$ cat src/rtl/crc_pkg.sv
// Shared types and constants for the CRC job arbiter and its round-robin picker.
package crc_pkg;

    localparam int CRC_BITS_PER_BYTE = 8;
    localparam int CRC_DEFAULT_WIDTH = 32;

    typedef enum logic [2:0] {
        ST_IDLE    = 3'd0,
        ST_INIT    = 3'd1,
        ST_FETCH   = 3'd2,
        ST_SHIFT   = 3'd3,
        ST_CAPTURE = 3'd4,
        ST_RESULT  = 3'd5
    } crc_state_e;

endpackage

$ cat src/rtl/crc_rr_arbiter.sv
// Combinational round-robin pick: first asserted request at or after ptr, cyclically.
module crc_rr_arbiter #(
    parameter int NUM_REQ = 2,
    parameter int ID_W    = $clog2(NUM_REQ)
) (
    input  logic [NUM_REQ-1:0] req,
    input  logic [ID_W-1:0]    ptr,
    output logic [ID_W-1:0]    grant,
    output logic               found
);

    // Walk offsets from the far end down to zero so the nearest request to ptr wins last.
    always_comb begin
        grant = '0;
        found = 1'b0;
        for (int k = NUM_REQ - 1; k >= 0; k--) begin
            if (req[(int'(ptr) + k) % NUM_REQ]) begin
                grant = ID_W'((int'(ptr) + k) % NUM_REQ);
                found = 1'b1;
            end
        end
    end

endmodule

$ cat src/rtl/crc_job_arbiter.sv
// Per-job round-robin sequencer sharing one bit-serial CRC engine among byte-stream requesters.
// Optional feature: define CRC_TIMEOUT_EN to abort jobs whose requester stalls in FETCH.
module crc_job_arbiter
    import crc_pkg::*;
#(
    parameter int NUM_REQ     = 2,
    parameter int WIDTH       = CRC_DEFAULT_WIDTH,
    parameter int ID_W        = $clog2(NUM_REQ),
    parameter int TIMEOUT_CYC = 255
) (
    input  logic                 clk,
    input  logic                 rst_n,
    input  logic [NUM_REQ-1:0]   req_valid,
    input  logic [8*NUM_REQ-1:0] req_data,
    input  logic [NUM_REQ-1:0]   req_last,
    output logic [NUM_REQ-1:0]   req_ready,
    output logic [ID_W-1:0]      grant_id,
    output logic                 busy,
    output logic                 eng_initialize,
    output logic                 eng_shift,
    output logic [2:0]           eng_bit_index,
    output logic [7:0]           eng_data,
    input  logic [WIDTH-1:0]     eng_crc,
    output logic                 res_valid,
    input  logic                 res_ready,
    output logic [ID_W-1:0]      res_id,
    output logic [WIDTH-1:0]     res_crc,
    output logic                 res_err
);

    localparam logic [2:0] LAST_BIT = 3'(CRC_BITS_PER_BYTE - 1);

    if (NUM_REQ < 2 || NUM_REQ > 8 || TIMEOUT_CYC < 1 || TIMEOUT_CYC > 255) begin : g_bad_params
        $error("crc_job_arbiter: NUM_REQ must be 2..8 and TIMEOUT_CYC 1..255");
    end

    crc_state_e       state_q, state_d;
    logic [ID_W-1:0]  rr_q, rr_d;
    logic [ID_W-1:0]  grant_id_q, grant_id_d;
    logic             busy_q, busy_d;
    logic             eng_initialize_q, eng_initialize_d;
    logic             eng_shift_q, eng_shift_d;
    logic [2:0]       eng_bit_index_q, eng_bit_index_d;
    logic [7:0]       eng_data_q, eng_data_d;
    logic             last_q, last_d;
    logic             res_valid_q, res_valid_d;
    logic [ID_W-1:0]  res_id_q, res_id_d;
    logic [WIDTH-1:0] res_crc_q, res_crc_d;
`ifdef CRC_TIMEOUT_EN
    logic             res_err_q, res_err_d;
    logic [7:0]       idle_q, idle_d;
`endif

    logic [ID_W-1:0]  pick_id;
    logic             pick_found;
    logic             handshake;
    logic [7:0]       sel_data;
    logic             sel_last;

    crc_rr_arbiter #(
        .NUM_REQ (NUM_REQ),
        .ID_W    (ID_W)
    ) u_rr (
        .req   (req_valid),
        .ptr   (rr_q),
        .grant (pick_id),
        .found (pick_found)
    );

    // Only the granted requester ever sees ready, and only while we wait for its byte.
    always_comb begin
        req_ready = '0;
        handshake = 1'b0;
        if (state_q == ST_FETCH) begin
            req_ready[grant_id_q] = req_valid[grant_id_q];
            handshake             = req_valid[grant_id_q];
        end
    end

    assign sel_data = req_data[8*int'(grant_id_q) +: 8];
    assign sel_last = req_last[grant_id_q];

    always_comb begin
        // NOTE: every _d starts from a hold/default value so no branch of the case infers a latch.
        state_d          = state_q;
        rr_d             = rr_q;
        grant_id_d       = grant_id_q;
        busy_d           = busy_q;
        eng_initialize_d = 1'b0;
        eng_shift_d      = eng_shift_q;
        eng_bit_index_d  = eng_bit_index_q;
        eng_data_d       = eng_data_q;
        last_d           = last_q;
        res_valid_d      = res_valid_q;
        res_id_d         = res_id_q;
        res_crc_d        = res_crc_q;
`ifdef CRC_TIMEOUT_EN
        res_err_d        = res_err_q;
        idle_d           = '0;
`endif

        unique case (state_q)
            ST_IDLE: begin
                if (pick_found) begin
                    grant_id_d       = pick_id;
                    rr_d             = (int'(pick_id) == NUM_REQ - 1) ? '0 : pick_id + ID_W'(1);
                    busy_d           = 1'b1;
                    eng_initialize_d = 1'b1;
                    state_d          = ST_INIT;
`ifdef CRC_TIMEOUT_EN
                    res_err_d        = 1'b0;
`endif
                end
            end

            ST_INIT: begin
                state_d = ST_FETCH;
            end

            ST_FETCH: begin
                if (handshake) begin
                    eng_data_d      = sel_data;
                    last_d          = sel_last;
                    eng_shift_d     = 1'b1;
                    eng_bit_index_d = '0;
                    state_d         = ST_SHIFT;
                end
`ifdef CRC_TIMEOUT_EN
                else begin
                    idle_d = idle_q + 8'd1;
                    // A stalled requester forfeits the engine with an error result.
                    if (idle_d == 8'(TIMEOUT_CYC)) begin
                        res_valid_d = 1'b1;
                        res_err_d   = 1'b1;
                        res_crc_d   = '0;
                        res_id_d    = grant_id_q;
                        state_d     = ST_RESULT;
                    end
                end
`endif
            end

            ST_SHIFT: begin
                if (eng_bit_index_q == LAST_BIT) begin
                    eng_shift_d     = 1'b0;
                    eng_bit_index_d = '0;
                    state_d         = last_q ? ST_CAPTURE : ST_FETCH;
                end else begin
                    eng_bit_index_d = eng_bit_index_q + 3'd1;
                end
            end

            // The engine register has taken the final bit by now; sample it.
            ST_CAPTURE: begin
                res_crc_d   = eng_crc;
                res_id_d    = grant_id_q;
                res_valid_d = 1'b1;
                state_d     = ST_RESULT;
            end

            ST_RESULT: begin
                if (res_ready) begin
                    res_valid_d = 1'b0;
                    busy_d      = 1'b0;
                    state_d     = ST_IDLE;
                end
            end

            default: begin
                state_d = ST_IDLE;
            end
        endcase
    end

    always_ff @(posedge clk or negedge rst_n) begin
        if (!rst_n) begin
            state_q          <= ST_IDLE;
            rr_q             <= '0;
            grant_id_q       <= '0;
            busy_q           <= 1'b0;
            eng_initialize_q <= 1'b0;
            eng_shift_q      <= 1'b0;
            eng_bit_index_q  <= '0;
            eng_data_q       <= '0;
            last_q           <= 1'b0;
            res_valid_q      <= 1'b0;
            res_id_q         <= '0;
            res_crc_q        <= '0;
`ifdef CRC_TIMEOUT_EN
            res_err_q        <= 1'b0;
            idle_q           <= '0;
`endif
        end else begin
            // NOTE: registers take non-blocking assignments; the next-state block above is blocking.
            state_q          <= state_d;
            rr_q             <= rr_d;
            grant_id_q       <= grant_id_d;
            busy_q           <= busy_d;
            eng_initialize_q <= eng_initialize_d;
            eng_shift_q      <= eng_shift_d;
            eng_bit_index_q  <= eng_bit_index_d;
            eng_data_q       <= eng_data_d;
            last_q           <= last_d;
            res_valid_q      <= res_valid_d;
            res_id_q         <= res_id_d;
            res_crc_q        <= res_crc_d;
`ifdef CRC_TIMEOUT_EN
            res_err_q        <= res_err_d;
            idle_q           <= idle_d;
`endif
        end
    end

    assign grant_id       = grant_id_q;
    assign busy           = busy_q;
    assign eng_initialize = eng_initialize_q;
    assign eng_shift      = eng_shift_q;
    assign eng_bit_index  = eng_bit_index_q;
    assign eng_data       = eng_data_q;
    assign res_valid      = res_valid_q;
    assign res_id         = res_id_q;
    assign res_crc        = res_crc_q;
`ifdef CRC_TIMEOUT_EN
    assign res_err        = res_err_q;
`else
    assign res_err        = 1'b0;
`endif

endmodule

$ cat config.mk
export PLATFORM = sky130hd
export DESIGN_NAME = crc_job_arbiter
export DESIGN_NICKNAME = d
export VERILOG_FILES = /design/src/rtl/crc_pkg.sv /design/src/rtl/crc_rr_arbiter.sv /design/src/rtl/crc_job_arbiter.sv
export SDC_FILE = /design/constraint.sdc
export NUM_CORES = 1
export LEC_CHECK = 0
export CORE_UTILIZATION = 42
export DETAILED_ROUTE_END_ITERATION = 10
export GPL_ROUTABILITY_DRIVEN = 0
export PLACE_DENSITY = 0.81
export SLEW_MARGIN = 30
export SYNTH_ARGS = -nofsm -noshare
export SYNTH_HDL_FRONTEND = slang
export SYNTH_SLANG_ARGS = --single-unit
$ cat constraint.sdc
create_clock -name clk -period 2.1 [get_ports clk]
set_clock_uncertainty 0.1 [all_clocks]
set_input_delay 0.63 -clock clk [delete_from_list [all_inputs] [get_ports clk]]
set_output_delay 0.63 -clock clk [all_outputs]
set_load 0.02 [all_outputs]
==> impl_metrics.env, run 1 <==
export IMPL_outcome="finished, violations left"
export IMPL_violations="negative setup slack"
export IMPL_yosys_area_share_xor_xnor=0
export IMPL_clock_path_buffers=2
export IMPL_grt_usage=0.1692
export IMPL_viasPerCell=4.932
export IMPL_dr_total_vias=1810
export IMPL_syn_inst=181
export IMPL_ys_ff_latch=54
export IMPL_portBuffers=105
export IMPL_worst_pin_slew_ps=643.0
export IMPL_dieArea_um2=5999
export IMPL_antenna_cells=0
export IMPL_synth_top_family_by_area="multiplexers"
export IMPL_cp_end_kind="primary output"
export IMPL_ir_worst_vdd_uv=652.0
export IMPL_fin_tns_setup_ps=-46.67
export IMPL_areaGrowthSynthToFinish_pct=52.85
export IMPL_placed_area_um2=3546
export IMPL_slew_headroom=0.5703
export IMPL_leakagePower_nw=1.534
export IMPL_path_clk_slew_ps=90
export IMPL_clock_sinks=54
export IMPL_drtAntennaViolNets=0
export IMPL_finalSetupViolCount=1
export IMPL_setup_ws_ps=-46.67
export IMPL_drt_initial_drc_count=45
export IMPL_cp_arrival_ps=1420
export IMPL_avgSynthCellArea_um2=13.21
export IMPL_mostFrequentLayoutCells="clkdlybuf4s50_1 (99), dfrtp_1 (54), mux2_2 (19), mux2_1 (14), nand2_1 (12)"
export IMPL_synth_adder_area_share=0.01047
export IMPL_htree_levels=2
export IMPL_place_hpwl_mm=3.796
export IMPL_grt_max_degree=34
export IMPL_synthSimpleGateAreaFrac=0.09995
export IMPL_crit_fanout=3
export IMPL_grt_pass1_vias=1774
export IMPL_core_um2=5507
export IMPL_combPwrFrac=0.536
export IMPL_final_common_cell="clkdlybuf4s50_1"
export IMPL_yosysSeqAreaShare=0.5651
export IMPL_synth_mux_area_frac=0.2015
export IMPL_intPower_mw=3.405
export IMPL_period_minus_slack_ps=2147
export IMPL_hp_class="input port to asynchronous set/reset pin"
export IMPL_r2r_cells=4
export IMPL_clkPwrFrac=0.122
export IMPL_fmax_ghz=0.4658
export IMPL_cts_hold_buf=0
export IMPL_multi_input_area_um2=930.9
export IMPL_antenna_found_initial=0
export IMPL_required_ps=1370
export IMPL_synth_cell_types=38
export IMPL_seqPwrFrac=0.341
export IMPL_fillers=430
export IMPL_drive_gt1_frac=0.2136
export IMPL_slew_viol_final=0
export IMPL_switching_share=0.3698
export IMPL_root_buffer="clkbuf_8"
export IMPL_tritoncts="built"
export IMPL_insertion_delay_ps=290
export IMPL_rows=27
export IMPL_path_class="register to primary output"
export IMPL_die_w_um=77.45
export IMPL_drt_wl_total_mm=4.932
export IMPL_ys_flop_type="dfrtp_1"
export IMPL_dpl_cell_count=358
export IMPL_grt_ovfl_total=0
export IMPL_fin_nets=351
export IMPL_p_switching_mw=1.998
export IMPL_drc_errors=0
export IMPL_cts_made_buffers=5
export IMPL_regArea_um2=1351
export IMPL_start_kind="register"
export IMPL_grt_pass1_wl_mm=8.038
export IMPL_wl_per_cell_um=13.44
export IMPL_grt_setup_unrepaired="yes"
export IMPL_pin_count=107
export IMPL_start_util=0.4342
export IMPL_synth_edf_count=0
export IMPL_fin_crit_sh=1.022
export IMPL_yosysWarnings=0
export IMPL_drv_cap=0
export IMPL_die_h_um=77.45
export IMPL_powerDensity_nw_per_um2=1478
export IMPL_stdcell_count=367
export IMPL_drt_pass1_iterations=4
export IMPL_synth_compound_area_frac=0.07378
export IMPL_syn_nets=238
export IMPL_async_flop_share=1.000
export IMPL_hold_viol=0
export IMPL_syn_area_um2=2391
export IMPL_utilization=0.6637
export IMPL_final_area_um2=3655
kinds of logic after synthesis:
kind of cell / count (synthesis)
other: 1
adders and majority gates: 2
AOI/OAI and AO/OA: 26
buffers and inverters: 13
and+or+nand+nor: 41
DFF: 54
muxes: 44
per-stage QoR:
step           hold slack [ps]  setup WS [ps]  power [mW]
2_1_floorplan            234.4          91.10       3.522
3_3_place_gp             363.3         -505.4       4.732
3_5_place_dp             372.5         -512.2       4.793
4_1_cts                  135.4         -87.95       5.459
5_1_grt                  137.5         -120.0       5.759
6_report                 143.1         -46.67       5.403
layout make-up:
| cell class | count | share of cell area |
|---|---|---|
| flip-flops and latches | 54 | 0.3697 |
| inverters | 2 | 0.002054 |
| clock buffers | 7 | 0.02088 |
| repair buffers | 117 | 0.3198 |
| multi-input cells | 114 | 0.2547 |
| clock inverters | 1 | 0.008216 |
| well taps | 72 | 0.02465 |
registers in the layout, summed over array words and instances (netlist names), 3 cells and up:
name	count
eng_bit_index	3
state_q	3
res_crc	32
eng_data	8
critical path, cell delays in order (launching register included):
cell     delay, ps
dfrtp_1        380
or3b_4         420
nor3b_2        160
buf_4          160
cells in the mapped netlist, types with 2 or more instances:
cell type,number,area share
ha_1,2,0.010
nor2_1,4,0.0063
dfrtp_1,54,0.57
nor2b_1,2,0.0052
o21ai_1,2,0.0042
mux2_2,19,0.089
o21ai_0,3,0.0063
a31oi_1,3,0.0079
nor2_2,8,0.021
nand2_1,12,0.019
a21o_1,2,0.0063
and2_1,2,0.0052
nor3_1,2,0.0042
a21oi_2,8,0.029
mux2_1,14,0.066
buf_2,2,0.0042
a21oi_1,7,0.015
buf_6,5,0.024
mux2i_1,11,0.046
worst paths after layout:
path	slack (ps)	end	start
worst max-delay path	-50	req_ready[0]	state_q[2]$_DFFE_PN0P_
worst min-delay path	140	eng_initialize$_DFF_PN0_	rst_n
worst max register to register	200	eng_bit_index[0]$_DFFE_PN0P_	state_q[2]$_DFFE_PN0P_
worst min register to register	390	res_valid$_DFFE_PN0P_	res_valid$_DFFE_PN0P_
max in group asynchronous	1300	grant_id$_DFFE_PN0P_	rst_n
min in group clk	390	res_valid$_DFFE_PN0P_	res_valid$_DFFE_PN0P_
power by group through the flow:
| stage | Clock, mW | Sequential [mW] | Combinational (mW) |
|---|---|---|---|
| final | 0.661 | 1.84 | 2.90 |
| after global routing | 0.745 | 1.92 | 3.09 |
| after CTS | 0.690 | 1.85 | 2.92 |
| after detailed placement | 0 | 1.87 | 2.92 |
| after global placement | 0 | 1.86 | 2.87 |
| after floorplan | 0 | 2.43 | 1.09 |
metal layers:
layer | wire [um] | global-route usage
met1 | 2214 | 0.2176
met2 | 2231 | 0.2761
met3 | 469 | 0.05529
met4 | 17 | 0.03962
met5 | 0 | 0
repair_timing:
| action | in CTS | in global routing |
|---|---|---|
| setup endpoints to repair | 3 | 3 |
| pin swaps | 2 | 1 |
| setup buffers | 0 | 1 |
| hold endpoints to repair | 0 | 0 |
| resized for setup | 12 | 1 |
Power figures use the tool's default switching activity.
==> run 2: changes to the inputs <==
- CORE_UTILIZATION: 42 -> 41
- MAX_ROUTING_LAYER: not set -> met4
- PLACE_DENSITY: 0.81 -> 0.8
- SYNTH_HIERARCHICAL: not set -> 1
==> run 2 against run 1 <==
Net effect:
- the run still ends with negative setup slack left
- wire length decreased by 6.6%
- clock power increased by 24%
- non-clock buffer count increased by 1
- critical path depth unchanged
- worst setup slack got worse by 11 ps
- first-iteration DRC count decreased by 8.9%
- count of clock-buffer cells in the layout decreased by 1
- final cell count decreased by 5.2%
- synthesized cell count decreased by 9.9%
- highest routed layer unchanged
==> impl_metrics.env, run 2 <==
export IMPL_switching_share=0.3093
export IMPL_whs_ps=191.6
export IMPL_utilization=0.6909
export IMPL_insertion_delay_ps=300
export IMPL_slew_viol_final=0
export IMPL_required_ps=1370
export IMPL_yosysWarnings=6
export IMPL_cp_end_kind="primary output"
export IMPL_drt_pass1_iterations=4
export IMPL_drc_errors=0
export IMPL_fin_nets=334
export IMPL_drt_wl_total_mm=4.607
export IMPL_avgSynthCellArea_um2=14.20
export IMPL_fin_crit_sh=1.027
export IMPL_yosysTopAreaCell="dfrtp_1"
export IMPL_hold_viol=0
export IMPL_crit_chain="clkdlybuf4s50_1 -> nor3b_2 -> buf_4"
export IMPL_fillers=404
export IMPL_dpl_cell_count=339
export IMPL_pre_cts_ws_ps=-518.9
export IMPL_cts_made_buffers=5
export IMPL_synth_cell_types=31
export IMPL_rows=26
export IMPL_path_clk_slew_ps=90
export IMPL_finalSetupViolCount=1
export IMPL_grt_max_degree=31
export IMPL_outcome="finished, violations left"
export IMPL_pin_count=107
export IMPL_dieArea_um2=5950
export IMPL_drive_gt1_frac=0.1331
export IMPL_drt_initial_drc_count=41
export IMPL_antenna_found_initial=0
export IMPL_crit_fanout=2
export IMPL_cp_arrival_ps=1430
export IMPL_fmax_ghz=0.4635
export IMPL_yosys_top_cells_area="dfrtp_1 (58%), mux2_1 (21%), mux2_2 (4.4%)"
export IMPL_ys_ff_latch=54
export IMPL_intPower_mw=2.682
export IMPL_final_common_cell="clkdlybuf4s50_1"
export IMPL_htree_levels=2
export IMPL_clock_path_buffers=2
export IMPL_setup_ws_ps=-57.32
export IMPL_drv_cap=0
export IMPL_start_kind="input port"
export IMPL_yosysSeqAreaShare=0.5838
export IMPL_core_um2=5270
export IMPL_drtAntennaViolNets=0
export IMPL_grt_usage=0.1703
export IMPL_syn_nets=220
export IMPL_async_flop_share=1.000
export IMPL_viasPerCell=4.807
export IMPL_synth_common_cells="dfrtp_1 (54), mux2_1 (43), mux2_2 (9)"
export IMPL_placed_area_um2=3491
export IMPL_reg2reg_to="eng_data[2]$_DFFE_PN0P_"
export IMPL_seqPwrFrac=0.378
export IMPL_hp_class="input port to asynchronous set/reset pin"
export IMPL_syn_area_um2=2315
export IMPL_ys_flop_type="dfrtp_1"
export IMPL_worst_pin_slew_ps=507.0
export IMPL_tritoncts="built"
export IMPL_slew_headroom=0.6620
export IMPL_start_util=0.4392
export IMPL_yosysMostFrequentCell="dfrtp_1"
export IMPL_syn_inst=163
export IMPL_grt_ovfl_total=0
export IMPL_wl_per_cell_um=13.24
export IMPL_largest_reg_flops=32
export IMPL_slowest_stage="clkdlybuf4s50_1"
export IMPL_die_w_um=77.14
export IMPL_die_h_um=77.14
export IMPL_synth_top_area_share=0.5838
export IMPL_ir_worst_vdd_uv=967.1
export IMPL_combPwrFrac=0.410
export IMPL_grt_pass1_vias=1692
export IMPL_p_switching_mw=1.201
export IMPL_stdcell_count=348
export IMPL_antenna_cells=0
export IMPL_rrSetupSlack_ps=310
export IMPL_clock_sinks=54
export IMPL_path_class="input port to primary output"
export IMPL_areaGrowthSynthToFinish_pct=57.30
export IMPL_final_area_um2=3641
export IMPL_place_hpwl_mm=3.567
export IMPL_powerDensity_nw_per_um2=1066
export IMPL_dr_total_vias=1673
export IMPL_period_minus_slack_ps=2157
export IMPL_root_buffer="clkbuf_8"
export IMPL_r2r_cells=4
export IMPL_cpPeakStageDelay_ps=480
export IMPL_leakagePower_nw=1.619
export IMPL_clkPwrFrac=0.211
export IMPL_portBuffers=105
export IMPL_synth_edf_count=0
export IMPL_grt_setup_unrepaired="yes"
export IMPL_r2r_start="state_q[2]$_DFFE_PN0P_"
export IMPL_mostFrequentLayoutCells="clkdlybuf4s50_1 (98), dfrtp_1 (54), mux2_1 (43), buf_4 (13), mux2_2 (9)"
export IMPL_grt_pass1_wl_mm=7.755
export IMPL_violations="negative setup slack"
-- run 2: cell types whose count changed in the layout (fill, tap and decap cells not counted), sizes merged, moves of 3 or more --
cell   before  now
nor3        3    0
nor2       13    6
mux2i      11    2
a21oi      15    3
nand2      12    7
mux2       33   52
a31oi       3    0
-- run 2: through the flow --
stage	setup TNS, ps	power (mW)
6_report	-57.32	3.883
5_1_grt	-146.6	4.120
4_1_cts	-78.08	3.945
3_5_place_dp	-2274	3.104
3_3_place_gp	-1880	3.063
2_1_floorplan	-1.075	2.337
-- run 2: final cells by class --
| cell class | instances | area, um^2 | area share |
|---|---|---|---|
| Clock buffer | 6 | 82.58 | 0.02268 |
| Clock inverter | 2 | 60.06 | 0.01649 |
| Inverter | 2 | 7.507 | 0.002062 |
| Multi-Input combinational cell | 96 | 885.9 | 0.2433 |
| Sequential cell | 54 | 1351 | 0.3711 |
| Tap cell | 70 | 87.58 | 0.02405 |
| Timing Repair Buffer | 118 | 1166 | 0.3203 |
-- run 2: critical path: cells and delay by family --
kind | cells | cell delay (ps)
AND/OR/NAND/NOR | 1 | 160
buffers and inverters | 2 | 640
-- run 2: repair_timing --
action | in CTS | in global routing
setup buffers | 1 | 0
resized for setup | 13 | 2
pin swaps | 2 | 0
hold buffers | 0 | 0
endpoints found under the setup margin | 3 | 4
-- run 2: power by group through the flow --
stage	Combinational (mW)	Clock [mW]	Sequential, mW
CTS	1.62	0.848	1.47
detailed placement	1.61	0	1.49
global route	1.72	0.893	1.51
floorplan	0.571	0	1.77
finish	1.59	0.821	1.47
global placement	1.58	0	1.48
-- run 2: how the worst max path moves through the flow --
stage | cells after the start | endpoint | startpoint
2_1_floorplan | 4 | req_ready[1] | grant_id$_DFFE_PN0P_
3_3_place_gp | 3 | req_ready[0] | req_valid[0]
3_5_place_dp | 3 | req_ready[0] | req_valid[0]
4_1_cts | 3 | req_ready[0] | state_q[2]$_DFFE_PN0P_
5_1_grt | 3 | req_ready[0] | state_q[2]$_DFFE_PN0P_
6_report | 3 | req_ready[0] | req_valid[0]
-- run 2: layer usage --
metal | up-vias | share of wire | GRT usage
met1 | 811 | 0.43 | 0.2051
met2 | 61 | 0.50 | 0.2858
met4 | 0 | 0.014 | 0.06792
met5 | - | 0 | -
li1 | 796 | - | -
met3 | 5 | 0.051 | 0.02619
-- run 2: kinds of logic after synthesis --
group,Yosys count,share of synthesized area
other cells,1,0.001620
mux,54,0.2616
flops,54,0.5838
compound gates,12,0.03514
fa+ha+maj,2,0.01081
buf+inv,13,0.03676
simple gates,27,0.07028
==> run 3: changes to the inputs <==
- CORE_UTILIZATION: 41 -> 37
- PLACE_DENSITY: 0.8 -> 0.76
- clock period: 2.1 -> 1.87 ns (I/O delays scaled with it)
==> run 3 against run 2 <==
Net effect:
- the run still ends with negative setup slack left
- sequential power is 10% higher
- first-iteration DRC count is 4.9% lower
- via count is 0.54% higher
- final cell count is 2.3% higher
==> impl_metrics.env, run 3 (synthesized netlist as in run 2, its figures left out) <==
export IMPL_die_h_um=81.10
export IMPL_cts_made_buffers=5
export IMPL_slew_viol_final=0
export IMPL_rows=28
export IMPL_fmax_ghz=0.4798
export IMPL_drt_pass1_iterations=4
export IMPL_grt_max_degree=35
export IMPL_drc_errors=0
export IMPL_multi_input_area_um2=909.6
export IMPL_setup_ws_ps=-214.4
export IMPL_powerDensity_nw_per_um2=1118
export IMPL_grt_pass1_wl_mm=8.162
export IMPL_dr_total_vias=1682
export IMPL_final_area_um2=3607
export IMPL_regArea_um2=1351
export IMPL_pin_count=107
export IMPL_fin_crit_sh=1.115
export IMPL_leakagePower_nw=1.725
export IMPL_core_um2=5991
export IMPL_portBuffers=105
export IMPL_slew_headroom=0.6508
export IMPL_tritoncts="built"
export IMPL_crit_fanout=3
export IMPL_viasPerCell=4.725
export IMPL_stdcell_count=356
export IMPL_grt_ovfl_total=0
export IMPL_violations="negative setup slack"
export IMPL_utilization=0.6021
export IMPL_required_ps=1210
export IMPL_path_clk_slew_ps=90
export IMPL_drive_gt1_frac=0.1459
export IMPL_htree_levels=2
export IMPL_fin_tns_setup_ps=-369.5
export IMPL_die_w_um=81.10
export IMPL_final_common_cell="dfrtp_1"
export IMPL_placed_area_um2=3520
export IMPL_fillers=510
export IMPL_root_buffer="clkbuf_8"
export IMPL_largest_reg_flops=32
export IMPL_cp_arrival_ps=1420
export IMPL_ir_worst_vdd_uv=645.2
export IMPL_grt_pass1_vias=1734
export IMPL_drt_initial_drc_count=39
export IMPL_insertion_delay_ps=300
export IMPL_worst_pin_slew_ps=523.9
export IMPL_clock_path_buffers=2
export IMPL_finalSetupViolCount=2
export IMPL_grt_setup_unrepaired="yes"
export IMPL_antenna_found_initial=0
export IMPL_clock_sinks=54
export IMPL_wl_per_cell_um=14.28
export IMPL_period_minus_slack_ps=2084
export IMPL_cp_end_kind="primary output"
export IMPL_antenna_cells=0
export IMPL_dpl_cell_count=345
export IMPL_place_hpwl_mm=3.838
export IMPL_mostFrequentLayoutCells="dfrtp_1 (54), clkdlybuf4s50_1 (53), dlygate4sd2_1 (49), mux2_1 (43), buf_4 (13)"
export IMPL_outcome="finished, violations left"
export IMPL_start_kind="register"
export IMPL_start_util=0.3864
export IMPL_areaGrowthSynthToFinish_pct=55.84
export IMPL_drv_cap=0
export IMPL_path_class="register to primary output"
export IMPL_cts_hold_buf=0
export IMPL_drt_wl_total_mm=5.082
export IMPL_grt_usage=0.1674
export IMPL_dieArea_um2=6576
export IMPL_drtAntennaViolNets=0
export IMPL_hp_class="input port to asynchronous set/reset pin"
export IMPL_fin_nets=337
export IMPL_hold_viol=0
==> run 3: cell types whose count changed in the layout (fill, tap and decap cells not counted), sizes merged <==
cell	change
buf	+3
clkinv	+1
clkdlybuf4s50	-45
dlymetal6s2s	-2
dlygate4sd2	+47
clkbuf	+1
bufinv	-2
==> run 3: final timing paths <==
path                                        startpoint                      end  slack [ps]  cells past startpoint
worst max-delay path            state_q[0]$_DFFE_PN0P_             req_ready[0]        -210                      3
worst min register to register   res_valid$_DFFE_PN0P_    res_valid$_DFFE_PN0P_         380                      1
max in group asynchronous                        rst_n  res_crc[17]$_DFFE_PN0P_        1070                      2
worst min-delay path                             rst_n         rr_q$_DFFE_PN0P_         130                      1
min in group clk                 res_valid$_DFFE_PN0P_    res_valid$_DFFE_PN0P_         380                      1
worst max register to register  state_q[0]$_DFFE_PN0P_  eng_data[3]$_DFFE_PN0P_         150                      5
==> run 3: per-layer routing <==
metal,part of all wire,vias up,GRT usage
met1,0.43,816,0.2059
met5,0,-,-
met2,0.50,59,0.2706
li1,-,803,-
met3,0.072,4,0.04382
met4,0.0051,0,0.04821
==> run 3: critical path: stages, from the launching register on <==
cell and delay, ps:
dfrtp_1 380, or3b_4 420, nor3b_2 160, buf_4 160
==> run 3: what timing repair did <==
item | in CTS | in global routing
endpoints found under the setup margin | 51 | 13
gates resized for setup | 61 | 3
pin swaps | 3 | 2
buffers inserted | 1 | 2
==> run 3: area by class of cell <==
class	instances	area share
clock buffer	7	0.02393
clock inverter	1	0.001387
inverter	2	0.002081
multi-input combinational	96	0.2522
sequential	54	0.3746
tap	75	0.02601
timing repair buffer	121	0.3198
==> run 3: power by group <==
part / switching [mW] / internal [mW] / total, mW
registers: 0.144 / 1.48 / 1.62
logic: 0.896 / 0.866 / 1.76
clock network: 0.351 / 0.299 / 0.650
total: 1.39 / 2.64 / 4.03
==> run 3: stage by stage <==
step / hold WS (ps) / power, mW / setup slack (ps)
2_1_floorplan: 165.4 / 2.630 / 8.870
3_3_place_gp: 361.8 / 3.486 / -584.7
3_5_place_dp: 364.8 / 3.542 / -597.4
4_1_cts: 134.7 / 4.038 / -261.7
5_1_grt: 146.6 / 4.312 / -289.8
6_report: 130.8 / 4.032 / -214.4
